File: src/rtl/tetris_board_pkg.sv
// rtl/tetris_board_pkg.sv - board geometry, cell/row types and arbiter enums
package tetris_board_pkg;
   localparam int BOARD_W = 10;
   localparam int BOARD_H = 20;
   localparam int CELL_W  = 16;

   typedef logic [CELL_W-1:0] cell_t;
   typedef cell_t [BOARD_W-1:0] row_t;

   typedef enum logic [1:0] {IDLE, BURST, DRAIN, COMMIT} arb_state_t;
   typedef enum logic {TAG_VID, TAG_GAME} rd_tag_t;
endpackage

File: src/rtl/board_addr_gen.sv
// rtl/board_addr_gen.sv - maps (row, col) to a linear RAM address with range check
module board_addr_gen
   import tetris_board_pkg::*;
#(
   parameter int ADDR_W = 8
) (
   input  logic [7:0]        row,
   input  logic [3:0]        col,
   output logic [ADDR_W-1:0] addr,
   output logic              in_range
);
   always_comb begin
      in_range = (row < 8'(BOARD_H)) && (col < 4'(BOARD_W));
      // Out-of-range cells present address 0 so nothing stray reaches the RAM pins
      addr = in_range ? (ADDR_W'(row) * ADDR_W'(BOARD_W) + ADDR_W'(col)) : '0;
   end
endmodule

File: src/rtl/board_mem_arbiter.sv
// rtl/board_mem_arbiter.sv - board RAM arbiter: video row bursts over game cell accesses
// Optional statistics outputs enabled by BOARD_ARB_STATS_EN.
module board_mem_arbiter
   import tetris_board_pkg::*;
#(
   parameter int ADDR_W = 8
) (
   input  logic              Clk,
   input  logic              reset_n,
   input  logic              vid_ld,
   input  logic [7:0]        vid_row,
   output row_t              row_out,
   output logic              row_ready,
   input  logic              game_req,
   input  logic              game_we,
   input  logic [7:0]        game_row,
   input  logic [3:0]        game_col,
   input  cell_t             game_wdata,
   output logic              game_gnt,
   output logic              game_rvalid,
   output cell_t             game_rdata,
   output logic [ADDR_W-1:0] mem_addr,
   output logic              mem_we,
   output cell_t             mem_wdata,
   input  cell_t             mem_rdata
`ifdef BOARD_ARB_STATS_EN
   ,
   output logic [7:0]        overrun_cnt,
   output logic [7:0]        defer_cnt
`endif
);
   arb_state_t        state, state_nxt;
   logic [3:0]        col_q;
   logic [7:0]        vrow_q;
   row_t              shadow;

   logic              rd_vld_q;
   rd_tag_t           rd_tag_q;
   logic [3:0]        rd_col_q;
   logic              rd_oor_q;

   logic              rd_issue;
   rd_tag_t           rd_issue_tag;
   logic              commit;

   logic [7:0]        ag_row;
   logic [3:0]        ag_col;
   logic [ADDR_W-1:0] ag_addr;
   logic              ag_in_range;

   // One address generator serves both requesters; the burst owns it while active
   assign ag_row = (state == BURST) ? vrow_q : game_row;
   assign ag_col = (state == BURST) ? col_q  : game_col;

   board_addr_gen #(.ADDR_W(ADDR_W)) u_addr_gen (
      .row      (ag_row),
      .col      (ag_col),
      .addr     (ag_addr),
      .in_range (ag_in_range)
   );

   always_ff @(posedge Clk or negedge reset_n) begin
      if (!reset_n) state <= IDLE;
      else          state <= state_nxt;
   end

   always_comb begin
      state_nxt    = state;
      mem_addr     = '0;
      mem_we       = 1'b0;
      mem_wdata    = '0;
      game_gnt     = 1'b0;
      rd_issue     = 1'b0;
      rd_issue_tag = TAG_GAME;
      commit       = 1'b0;
      case (state)
         IDLE: begin
            if (vid_ld) begin
               state_nxt = BURST;
            end else if (game_req) begin
               game_gnt  = 1'b1;
               mem_addr  = ag_addr;
               mem_we    = game_we & ag_in_range;
               mem_wdata = (game_we & ag_in_range) ? game_wdata : '0;
               rd_issue  = ~game_we;
            end
         end
         BURST: begin
            mem_addr     = ag_addr;
            rd_issue     = 1'b1;
            rd_issue_tag = TAG_VID;
            if (col_q == 4'(BOARD_W - 1)) state_nxt = DRAIN;
         end
         DRAIN:   state_nxt = COMMIT;
         COMMIT: begin
            commit    = 1'b1;
            state_nxt = IDLE;
         end
         default: state_nxt = IDLE;
      endcase
   end

   // Rows past the bottom of the board wrap to row 0 at end of frame
   always_ff @(posedge Clk or negedge reset_n) begin
      if (!reset_n) begin
         col_q  <= '0;
         vrow_q <= '0;
      end else if (state == IDLE && vid_ld) begin
         col_q  <= '0;
         vrow_q <= (vid_row < 8'(BOARD_H)) ? vid_row : 8'd0;
      end else if (state == BURST) begin
         col_q  <= col_q + 4'd1;
      end
   end

   always_ff @(posedge Clk or negedge reset_n) begin
      if (!reset_n) begin
         rd_vld_q <= 1'b0;
         rd_tag_q <= TAG_VID;
         rd_col_q <= '0;
         rd_oor_q <= 1'b0;
      end else begin
         rd_vld_q <= rd_issue;
         rd_tag_q <= rd_issue_tag;
         rd_col_q <= col_q;
         rd_oor_q <= ~ag_in_range;
      end
   end

   always_ff @(posedge Clk or negedge reset_n) begin
      if (!reset_n) begin
         shadow    <= '0;
         row_out   <= '0;
         row_ready <= 1'b0;
      end else begin
         if (rd_vld_q && rd_tag_q == TAG_VID) shadow[rd_col_q] <= mem_rdata;
         if (commit) row_out <= shadow;
         row_ready <= commit;
      end
   end

   assign game_rvalid = rd_vld_q && (rd_tag_q == TAG_GAME);
   assign game_rdata  = (game_rvalid && !rd_oor_q) ? mem_rdata : '0;

`ifdef BOARD_ARB_STATS_EN
   always_ff @(posedge Clk or negedge reset_n) begin
      if (!reset_n) begin
         overrun_cnt <= '0;
         defer_cnt   <= '0;
      end else begin
         if (vid_ld && state != IDLE && overrun_cnt != 8'hFF)
            overrun_cnt <= overrun_cnt + 8'd1;
         if (game_req && !game_gnt && defer_cnt != 8'hFF)
            defer_cnt <= defer_cnt + 8'd1;
      end
   end
`endif
endmodule

File: config.mk
export PLATFORM = sky130hd
export DESIGN_NAME = board_mem_arbiter
export DESIGN_NICKNAME = d
export VERILOG_FILES = /design/src/rtl/tetris_board_pkg.sv /design/src/rtl/board_addr_gen.sv /design/src/rtl/board_mem_arbiter.sv
export SDC_FILE = /design/constraint.sdc
export NUM_CORES = 1
export LEC_CHECK = 0
export CAP_MARGIN = 20
export CELL_PAD_IN_SITES_DETAIL_PLACEMENT = 0
export CELL_PAD_IN_SITES_GLOBAL_PLACEMENT = 1
export CORE_ASPECT_RATIO = 1.4
export CORE_MARGIN = 10
export CORE_UTILIZATION = 39
export CTS_CLUSTER_DIAMETER = 120
export DETAILED_ROUTE_END_ITERATION = 10
export PLACE_DENSITY = 0.73
export SYNTH_ARGS = -nofsm -noshare
export SYNTH_HDL_FRONTEND = slang
export SYNTH_HIERARCHICAL = 1
export SYNTH_SLANG_ARGS = --single-unit
export TNS_END_PERCENT = 5
File: constraint.sdc
create_clock -name Clk -period 3.2 [get_ports Clk]
set_input_delay 0.32 -clock Clk [delete_from_list [all_inputs] [get_ports Clk]]
set_output_delay 0.32 -clock Clk [all_outputs]
set_load 0.03 [all_outputs]
==> flow_summary_export.csv <==
group,metric,value,unit
status,status,"finished with violations",
status,violations,"setup timing",
final_layout,mostFrequentLayoutCell,"dfrtp_1",
sta,fin_crit_sh,112,%
floorplan,ios,261,
floorplan,core,0.0349,mm2
logic_synthesis,synth_seq_cells,342,
logic_synthesis,yosys-top-cells-area,"dfrtp_1, mux2_2, and2_1",
logic_synthesis,ys_types,37,
final_layout,layout-drive-gt1-share,40.5,%
floorplan,initial_utilization,39.3,%
global_route,grt_pass1_wl,53900,um
sta,finalWorstSetupSlack,-0.398,ns
cts,clk_latency,0.51,ns
hold_path,holdCritPathClass,"input pin to asynchronous set/reset pin",
sta,fin_worst_skew,0.00934,ns
final_layout,stdcell_count,1648,
routing,drc,0,
placement,place_congestion,0.784,
pwr,p_int,13.0,mW
pwr,leakage,7.70,nW
logic_synthesis,syn_area,0.0137,mm2
floorplan,die-area,0.0431,mm2
routing,final_antenna_net_count,0,
logic_synthesis,yosys_warnings,6,
cts,cts_root_buf,"clkbuf_16",
pwr,pwr-share-comb,43.8,%
placement,io_buffers,260,
sta,rsz0062_at_grt,"true",
pwr,fin_total_pwr,20.1,mW
sta,slew_viol_final,0,
logic_synthesis,synth_area_leader_cell,"dfrtp_1",
placement,dp_hpwl,26100,um
worst_setup_path,worstPathMaxFanout,6,
routing,firstDrtPassIters,4,
cts,cts_tree,"done",
placement,place_inst,1585,
pwr,switching_power,7.15,mW
cts,clkSlewWorstSetupHoldPaths,0.06,ns
cts,ctsLongestPathBuffers,3,
routing,wl_per_cell,21.7,um
sta,max_freq,278,MHz
global_route,grt_antenna_before_repair,1,
global_route,grt_use_total,16.4,%
sta,relSlewSlack,47.2,%
pwr,vdd_drop_max,605,uV
final_layout,stdcell_area,0.0182,mm2
worst_setup_path,worstSetupPathType,"flip-flop to output port",
global_route,overflow,0,
worst_setup_path,critical_path_required,2.88,ns
sta,period_minus_slack,3.60,ns
global_route,grt_max_degree,99,
worst_setup_path,ff2ff_setup_slack,1.23,ns
logic_synthesis,netlist_instances,884,
logic_synthesis,async_flop_share,100,%
logic_synthesis,synth_top_area_share,62.5,%
final_layout,final_util,52.2,%
routing,wl,35700,um
placement,postPlaceCellArea,0.0169,mm2
logic_synthesis,yosys_most_used_dff,"dfrtp_1",
pwr,pwr-share-clk,19.7,%
pwr,p_per_area,1110,mW/mm2
sta,tightest_slew,0.790,ns
floorplan,die_h,242,um
pwr,p_sw_share,35.5,%
global_route,grt_pass1_vias,8654,
routing,drt_iter0_drc,429,
logic_synthesis,synth_nets,959,
final_layout,regArea,0.00856,mm2
job,drv_cap,0,
worst_setup_path,ff2ff_path_depth,4,
cts,cts_made_buffers,35,
final_layout,num_antenna_cells,0,
logic_synthesis,seq_area_frac_synth,62.5,%
worst_setup_path,cp-end-kind,"output port",
final_layout,multiInputGateArea,0.00497,mm2
final_layout,fill_cells,2995,
logic_synthesis,syn_avg_cell_area,15.5,um2
final_layout,syn_to_final_growth,32.8,%
final_layout,layout_common_cells,"dfrtp_1, mux2_2, clkdlybuf4s50_1",
floorplan,row_count,81,
placement,dp_slack,-0.0872,ns
logic_synthesis,synth_edf_count,0,
pwr,seq_power_share,36.5,%
routing,viasPerCell,4.87,
cts,h-tree-depth,2,
worst_setup_path,arrival,3.28,ns
floorplan,die_w,178,um
routing,via_count,8030,
cts,cts_sinks,342,
sta,setup_viol,6,
sta,finalHoldViolations,0,
worst_setup_path,critPathLaunchType,"flip-flop",
final_layout,fin_nets,1243,
==> logic make-up after synthesis <==
kind of cell             after synthesis  share of synthesized area, %
multiplexers                         335                          27.6
AO/OA/AOI/OAI                         16                         0.639
flip-flops                           342                          62.5
buffers and inverters                 61                          2.29
AND/OR/NAND/NOR                      102                          4.50
XOR/XNOR                              10                         0.740
adder cells (fa/ha/maj)               18                          1.75
==> critical path: stages (launching register included) <==
cell and delay [ns]:
dfrtp_1 0.39, inv_2 0.08, ha_4 0.20, mux2_4 0.34, ha_4 0.25, ha_4 0.16, inv_2 0.05, fa_2 0.44
nand2b_4 0.15, or3_1 0.32, a21oi_2 0.12, nor2b_4 0.14, buf_6 0.13
==> worst paths after layout <==
kind	from	end
max in group asynchronous	reset_n	col_q[2]
max	state[1]	mem_addr[6]
min	reset_n	row_out[106]
max reg2reg	state[0]	row_out[54]
min in group Clk	vid_row[1]	vrow_q[1]
min reg2reg	col_q[3]	rd_col_q[3]
==> sequential cells by signal, indices dropped and copies added, names as in the netlist <==
signal,count
state,2
col_q,4
rd_col_q,4
rd_vld_q,1
rd_oor_q,1
shadow,160
vrow_q,8
row_ready,1
row_out,160
rd_tag_q,1
==> metrics by stage <==
step	hold slack, ns	setup TNS (ns)
after floorplan	0.0244	-0.109
after global placement	0.319	-0.136
after detailed placement	0.325	-0.150
after CTS	0.345	-1.71
after global routing	0.379	-4.50
final	0.327	-1.01
==> per-layer routing <==
metal,global-route usage [%],vias to the layer above,share of wire [%]
li1,-,3636,-
met1,18.0,4135,37
met2,30.0,221,54
met3,4.41,38,7.0
met4,4.36,0,2.0
met5,0,-,0
==> area by class of cell <==
type / count / area share (%)
multi-input cells: 481 / 27.3
repair buffers: 299 / 16.1
clock inverters: 11 / 0.454
clock buffers: 50 / 5.75
flip-flops and latches: 342 / 47.1
well taps: 456 / 3.14
inverters: 9 / 0.186
==> power groups by stage <==
stage | logic (mW) | registers, mW | clock network (mW)
2_1_floorplan | 3.40 | 9.14 | 0
3_3_place_gp | 8.63 | 7.40 | 0
3_5_place_dp | 8.76 | 7.46 | 0
4_1_cts | 8.85 | 7.39 | 4.08
5_1_grt | 9.35 | 7.58 | 4.26
6_report | 8.81 | 7.35 | 3.96
==> Yosys cell counts, types with 3 or more instances <==
master and instances:
nor2_1 9, nand2_2 7, xor2_1 4, buf_2 16, o21ai_0 9, inv_1 9, buf_6 6, dfrtp_1 342
and2_1 42, ha_1 16, nor2b_1 12, mux2_2 330, nand2_1 16, a21o_1 3, clkbuf_1 28, a21oi_1 4
xnor2_1 5
==> what timing repair did <==
item                                    in CTS  in global routing
endpoints found under the setup margin      25                 25
endpoints found under the hold margin       64                  0
buffers inserted                             0                  1
gates resized for setup                     17                 18
hold buffers                                 1                  0
pin swaps                                    1                  4
No activity file was read; power rests on OpenSTA's default activity.
